$ cat config.mk
export PLATFORM = sky130hd
export DESIGN_NAME = mems_spi_dac_master_flat
export DESIGN_NICKNAME = d
export VERILOG_FILES = /design/src/rtl/mems_spi_dac_master_if.sv /design/src/rtl/mems_spi_dac_master.sv /design/src/flat_wrapper.sv
export SDC_FILE = /design/constraint.sdc
export NUM_CORES = 1
export LEC_CHECK = 0
export CAP_MARGIN = 20
export CORE_AREA = 2 2 65 67
export CTS_BUF_LIST = sky130_fd_sc_hd__clkbuf_4 sky130_fd_sc_hd__clkbuf_8 sky130_fd_sc_hd__clkbuf_16
export CTS_CLUSTER_SIZE = 14
export DETAILED_ROUTE_END_ITERATION = 8
export DIE_AREA = 0 0 67 69
export PLACE_DENSITY_LB_ADDON = 0.3
export SLEW_MARGIN = 20
export SYNTH_ARGS = -nofsm -noshare
export SYNTH_HDL_FRONTEND = slang
export SYNTH_SLANG_ARGS = --single-unit
$ cat constraint.sdc
create_clock -name clk -period 3.5 [get_ports clk]
set_clock_uncertainty 0.2 [all_clocks]
set_input_delay 0.7 -clock clk [delete_from_list [all_inputs] [get_ports clk]]
set_output_delay 0.7 -clock clk [all_outputs]
set_load 0.005 [all_outputs]
$ cat src/rtl/mems_spi_dac_master_if.sv
// Bundle of the sequencer handshake and DAC serial lines for mems_spi_dac_master.
// Optional readback lines (miso, rx_data) exist only when MEMS_SPI_READBACK_EN is defined.
interface mems_spi_dac_master_if;
  logic        start;
  logic [23:0] data_in;
  logic        busy;
  logic        done;
  logic        sync_n;
  logic        sclk;
  logic        mosi;
`ifdef MEMS_SPI_READBACK_EN
  logic        miso;
  logic [23:0] rx_data;

  modport master (
    input  start, data_in, miso,
    output busy, done, sync_n, sclk, mosi, rx_data
  );

  modport slave (
    output start, data_in, miso,
    input  busy, done, sync_n, sclk, mosi, rx_data
  );
`else
  modport master (
    input  start, data_in,
    output busy, done, sync_n, sclk, mosi
  );

  modport slave (
    output start, data_in,
    input  busy, done, sync_n, sclk, mosi
  );
`endif
endinterface

$ cat src/rtl/mems_spi_dac_master.sv
// 24-bit write-only SPI master for the quad-channel MEMS drive DAC.
// Frame: SYNC low, CLK_DIV-cycle setup, 24 SCLK periods (DAC samples on the
// falling edge, data advances on the rising edge), then GAP_CYCLES of SYNC high.
// Optional feature macro: MEMS_SPI_READBACK_EN (adds miso sampling and rx_data).
module mems_spi_dac_master #(
  parameter int CLK_DIV    = 2,
  parameter int GAP_CYCLES = 2
) (
  input  logic                 clk,
  input  logic                 rst,
  mems_spi_dac_master_if.master bus
);

  localparam int HALF_W = $clog2(CLK_DIV + 1);
  localparam int GAP_W  = $clog2(GAP_CYCLES + 1);
  localparam logic [HALF_W-1:0] HALF_LAST = HALF_W'(CLK_DIV - 1);
  localparam logic [GAP_W-1:0]  GAP_LAST  = GAP_W'(GAP_CYCLES - 1);

  typedef enum logic [2:0] {
    IDLE,
    SETUP,
    SHIFT_LO,
    SHIFT_HI,
    GAP
  } state_t;

  state_t            state_reg, state_next;
  logic [HALF_W-1:0] half_cnt_reg, half_cnt_next;
  logic [GAP_W-1:0]  gap_cnt_reg, gap_cnt_next;
  logic [4:0]        bit_cnt_reg, bit_cnt_next;
  // Holds the bits still to be sent after the one currently on mosi.
  logic [22:0]       sr_reg, sr_next;
  // Set when the bit just sampled by the DAC was bit 0, so the HI phase ends the frame.
  logic              last_reg, last_next;
  logic              busy_reg, busy_next;
  logic              done_reg, done_next;
  logic              sync_n_reg, sync_n_next;
  logic              sclk_reg, sclk_next;
  logic              mosi_reg, mosi_next;
`ifdef MEMS_SPI_READBACK_EN
  logic [23:0]       rx_sr_reg, rx_sr_next;
  logic [23:0]       rx_data_reg, rx_data_next;
`endif

  // State and output registers; reset also aborts any frame in flight.
  always_ff @(posedge clk) begin
    if (rst) begin
      state_reg    <= IDLE;
      half_cnt_reg <= '0;
      gap_cnt_reg  <= '0;
      bit_cnt_reg  <= '0;
      sr_reg       <= '0;
      last_reg     <= 1'b0;
      busy_reg     <= 1'b0;
      done_reg     <= 1'b0;
      sync_n_reg   <= 1'b1;
      sclk_reg     <= 1'b1;
      mosi_reg     <= 1'b0;
`ifdef MEMS_SPI_READBACK_EN
      rx_sr_reg    <= '0;
      rx_data_reg  <= '0;
`endif
    end else begin
      state_reg    <= state_next;
      half_cnt_reg <= half_cnt_next;
      gap_cnt_reg  <= gap_cnt_next;
      bit_cnt_reg  <= bit_cnt_next;
      sr_reg       <= sr_next;
      last_reg     <= last_next;
      busy_reg     <= busy_next;
      done_reg     <= done_next;
      sync_n_reg   <= sync_n_next;
      sclk_reg     <= sclk_next;
      mosi_reg     <= mosi_next;
`ifdef MEMS_SPI_READBACK_EN
      rx_sr_reg    <= rx_sr_next;
      rx_data_reg  <= rx_data_next;
`endif
    end
  end

  // Next-state and next-output logic for the frame sequencer.
  always_comb begin
    state_next    = state_reg;
    half_cnt_next = half_cnt_reg;
    gap_cnt_next  = gap_cnt_reg;
    bit_cnt_next  = bit_cnt_reg;
    sr_next       = sr_reg;
    last_next     = last_reg;
    busy_next     = busy_reg;
    done_next     = 1'b0;
    sync_n_next   = sync_n_reg;
    sclk_next     = sclk_reg;
    mosi_next     = mosi_reg;
`ifdef MEMS_SPI_READBACK_EN
    rx_sr_next    = rx_sr_reg;
    rx_data_next  = rx_data_reg;
`endif

    case (state_reg)
      IDLE: begin
        busy_next = 1'b0;
        if (bus.start) begin
          sr_next       = bus.data_in[22:0];
          mosi_next     = bus.data_in[23];
          bit_cnt_next  = 5'd23;
          last_next     = 1'b0;
          busy_next     = 1'b1;
          sync_n_next   = 1'b0;
          half_cnt_next = '0;
          state_next    = SETUP;
        end
      end

      SETUP: begin
        if (half_cnt_reg == HALF_LAST) begin
          half_cnt_next = '0;
          sclk_next     = 1'b0;
          state_next    = SHIFT_LO;
        end else begin
          half_cnt_next = half_cnt_reg + 1'b1;
        end
      end

      SHIFT_LO: begin
        if (half_cnt_reg == HALF_LAST) begin
          half_cnt_next = '0;
          sclk_next     = 1'b1;
          state_next    = SHIFT_HI;
`ifdef MEMS_SPI_READBACK_EN
          rx_sr_next    = {rx_sr_reg[22:0], bus.miso};
`endif
          if (bit_cnt_reg != 5'd0) begin
            mosi_next    = sr_reg[22];
            sr_next      = {sr_reg[21:0], 1'b0};
            bit_cnt_next = bit_cnt_reg - 5'd1;
          end else begin
            last_next    = 1'b1;
          end
        end else begin
          half_cnt_next = half_cnt_reg + 1'b1;
        end
      end

      SHIFT_HI: begin
        if (half_cnt_reg == HALF_LAST) begin
          half_cnt_next = '0;
          if (last_reg) begin
            sync_n_next  = 1'b1;
            mosi_next    = 1'b0;
            gap_cnt_next = '0;
            state_next   = GAP;
          end else begin
            sclk_next    = 1'b0;
            state_next   = SHIFT_LO;
          end
        end else begin
          half_cnt_next = half_cnt_reg + 1'b1;
        end
      end

      GAP: begin
        if (gap_cnt_reg == GAP_LAST) begin
          gap_cnt_next = '0;
          busy_next    = 1'b0;
          done_next    = 1'b1;
          state_next   = IDLE;
`ifdef MEMS_SPI_READBACK_EN
          rx_data_next = rx_sr_reg;
`endif
        end else begin
          gap_cnt_next = gap_cnt_reg + 1'b1;
        end
      end

      default: begin
        state_next = IDLE;
      end
    endcase
  end

  assign bus.busy   = busy_reg;
  assign bus.done   = done_reg;
  assign bus.sync_n = sync_n_reg;
  assign bus.sclk   = sclk_reg;
  assign bus.mosi   = mosi_reg;
`ifdef MEMS_SPI_READBACK_EN
  assign bus.rx_data = rx_data_reg;
`endif

endmodule

$ cat src/flat_wrapper.sv
// flat-port wrapper written by rule: the top's interface ports become plain ports
module mems_spi_dac_master_flat 
#(
  parameter int CLK_DIV    = 2,
  parameter int GAP_CYCLES = 2
)
  (clk, rst, bus_start, bus_data_in, bus_busy, bus_done, bus_sync_n, bus_sclk, bus_mosi);
  mems_spi_dac_master_if bus_i ();
  input  logic clk;
  input  logic rst;
  input wire logic [$bits(bus_i.start)-1:0] bus_start;
  input wire logic [$bits(bus_i.data_in)-1:0] bus_data_in;
  output wire logic [$bits(bus_i.busy)-1:0] bus_busy;
  output wire logic [$bits(bus_i.done)-1:0] bus_done;
  output wire logic [$bits(bus_i.sync_n)-1:0] bus_sync_n;
  output wire logic [$bits(bus_i.sclk)-1:0] bus_sclk;
  output wire logic [$bits(bus_i.mosi)-1:0] bus_mosi;
  assign bus_i.start = bus_start;
  assign bus_i.data_in = bus_data_in;
  assign bus_busy = bus_i.busy;
  assign bus_done = bus_i.done;
  assign bus_sync_n = bus_i.sync_n;
  assign bus_sclk = bus_i.sclk;
  assign bus_mosi = bus_i.mosi;
  mems_spi_dac_master #(.CLK_DIV(CLK_DIV), .GAP_CYCLES(GAP_CYCLES)) u_core (.clk(clk), .rst(rst), .bus(bus_i));
endmodule
==> metrics <==
status=finished clean; Final Hold Vio Count=0; most common cell after layout, fill and taps aside=dfxtp_1; GR Util met3=0.0587; commonest non-fill, non-tap cells in the layout=dfxtp_1, a21oi_1, clkdlybuf4s50_1, mux2i_1, a211oi_2; TritonCTS clock tree=yes; initial antenna violation count=0; Num CTS Buffers=5; sequential cell area=821 um^2; Crit. path cell count=4; fin. max-slew vios=0; first-pass GRT wire length=6910 um; CP Max Fanout=17; number of I/O pins=32; Cell Pwr Density=438 nW/um^2; EDFF count, synth=0; normalized max-slew margin=0.398; Slew @ Worst Pin=903 ps; grt ovf=0; initial core utilization=0.530; reg2reg setup slack=1040 ps; antenna cells=0; Post-CTS Resized=0; Total Power=1090 uW; layout cell share with drive strength beyond 1=0.163; later-pin clock latency in the skew report=290 ps; IO Port Bufs=31; number of post-CTS setup repair buffers=0; Flop pwr share=0.494; Via Count=1674; max reg flops=23; fmax=406 MHz; Area Overhead vs Synth=19.6%; Post-Syn Area=~2100 um^2; Final setup viols=0; worst path cell trace=or3b_1 -> nor3_1 -> a21oi_1 -> a311oi_1; P_leak=0.00100 uW; RSZ-0062 raised after global routing=false; antenna-violating nets left=0; Post-Synthesis Cells=~220; Min-Delay Path Class=reg2reg; HPWL after DPL=2610 um; proportion of synthesized chip area in sequential cells=0.395; clk slew on worst S/H paths=about 70 ps; # nets final=roughly 270; Die ar.=4620 um^2; Max Cap Viol=0; Hold Buf Count CTS=0; gp weighted congestion=around 0.86; Post-route DRC=0; Cell Rows=23; CP Launch Type=flop; Avg Cell Area, Syn=9.65 um^2; Max VDD drop=0.000311 V; Total Neg Setup Slack=0 ps; CP Buf/Inv Count=0; Final period util=0.704; Setup Slack @ Placement=949 ps; Logic pwr share=0.202; synthesis-stage register bit count=41; DR iter-0 viols=roughly 130; vias in the first global route=1543; Syn Nets=243; CP arrival=2460 ps; M2 GR Usage=0.297; die span in x=approximately 67 um; Pint=about 790 uW; Psw=slightly below 300 uW; worst setup path class=reg2reg; hold path cells=2; Net Sw Frac=0.271; WL per Instance=around 14 um; min Tclk post-route=2460 ps; chip height=69 um; crit end category=flop; Root Driver=clkbuf_8; Fillers=around 360; placeable core area=around 3900 um^2; slowest CP cell=or3b_1; WL final=4150 um; ys flop type=dfxtp_1; asr flop ratio synth=0; synth unique cells=40; Clock Power Share=0.305; total track usage=0.191; Vias per Instance=5.77; R2R cell count=4; # clock sinks=41; first-pass iteration count of the detailed router=4; family with the most delay on the worst path=simple AND/OR/NAND/NOR gates; Most Crowded Layer GR=met2; slowest stage delay, CP=780 ps; maximum level of the CTS H-tree=2; worst setup margin=1040 ps; largest net degree at the start of global routing=42; Multi-input gate area=1120 um^2; Clock Path Buffers=2; Ys Warns=0; GRT met1 Usage=0.255; Critical Path RT=3500 ps
==> final cells by class <==
type                            instances  share of cell area
Timing Repair Buffer                   36               0.143
Inverter                                5             0.00756
Sequential cell                        41               0.331
Clock inverter                          1             0.00202
Tap cell                               50              0.0252
Multi-Input combinational cell        150               0.453
Clock buffer                            7              0.0388
==> power by group through the flow <==
stage / sequential, uW / clock, uW / combinational, uW
finish: 537 / 331 / 220
global route: 541 / 370 / 241
CTS: 536 / 343 / 221
detailed placement: 546 / 0 / 218
global placement: 545 / 0 / 216
floorplan: 535 / 0 / 166
==> metrics by stage <==
| stage | instance area (um^2) | instances | hold slack, ps | util |
|---|---|---|---|---|
| 2_1_floorplan | 2080 | 215 | 244 | - |
| 6_report | 2480 | 290 | 256 | 0.634 |
| 4_1_cts | 2480 | 290 | 264 | 0.634 |
| 3_5_place_dp | 2380 | 282 | 251 | 0.608 |
| 5_1_grt | 2480 | 290 | 298 | 0.634 |
| 3_3_place_gp | 2380 | 282 | 240 | 0.608 |
==> logic make-up (layout without fill, tap and decap cells) <==
| group | Yosys count | after routing | synth area share |
|---|---|---|---|
| AO/OA/AOI/OAI | 83 | 83 | 0.302 |
| adder cells (fa/ha/maj) | 1 | 1 | 0.00603 |
| AND/OR/NAND/NOR | 42 | 42 | 0.118 |
| XOR/XNOR | 1 | 1 | 0.00422 |
| flip-flops | 41 | 41 | 0.395 |
| multiplexers | 23 | 23 | 0.111 |
| buffers and inverters | 24 | 49 | 0.0633 |
==> per-layer routing <==
metal,wire length [um],vias to the layer above,share of wire
met1,1920,787,0.46
li1,-,847,-
met3,207,4,0.050
met5,0,-,0
met4,45,0,0.011
met2,1980,36,0.48
==> final timing paths <==
kind / startpoint / to
setup / recovery: u_core.state_reg[1] / u_core.bit_cnt_reg[3]
hold / removal: u_core.bus.mosi / u_core.bus.mosi
setup reg to reg: u_core.state_reg[1] / u_core.bit_cnt_reg[3]
hold reg to reg: u_core.bus.mosi / u_core.bus.mosi
==> cell usage after synthesis (2+ instances only) <==
| library cell | number | area [um^2] |
|---|---|---|
| a311oi_1 | 2 | 17.5 |
| clkbuf_1 | 8 | 30.0 |
| nor3b_1 | 4 | 30.0 |
| o21ai_0 | 8 | 40.0 |
| a211oi_1 | 5 | 37.5 |
| nand2b_1 | 3 | 18.8 |
| a211oi_2 | 20 | 250 |
| nand2_1 | 4 | 15.0 |
| inv_1 | 5 | 18.8 |
| nand4_1 | 2 | 12.5 |
| nor3_1 | 4 | 20.0 |
| buf_2 | 6 | 30.0 |
| a21oi_1 | 36 | 180 |
| dfxtp_1 | 41 | 821 |
| or3b_2 | 2 | 17.5 |
| mux2i_1 | 23 | 230 |
| nor2b_1 | 4 | 25.0 |
| nor2_1 | 13 | 48.8 |
| buf_6 | 4 | 45.0 |
==> worst reg2reg max path, stage by stage, from the launching register on <==
cell	delay, ps
dfxtp_1	630
or3b_1	780
nor3_1	400
a21oi_1	110
a311oi_1	250
Note: power is estimated with default switching activity, not from simulation.
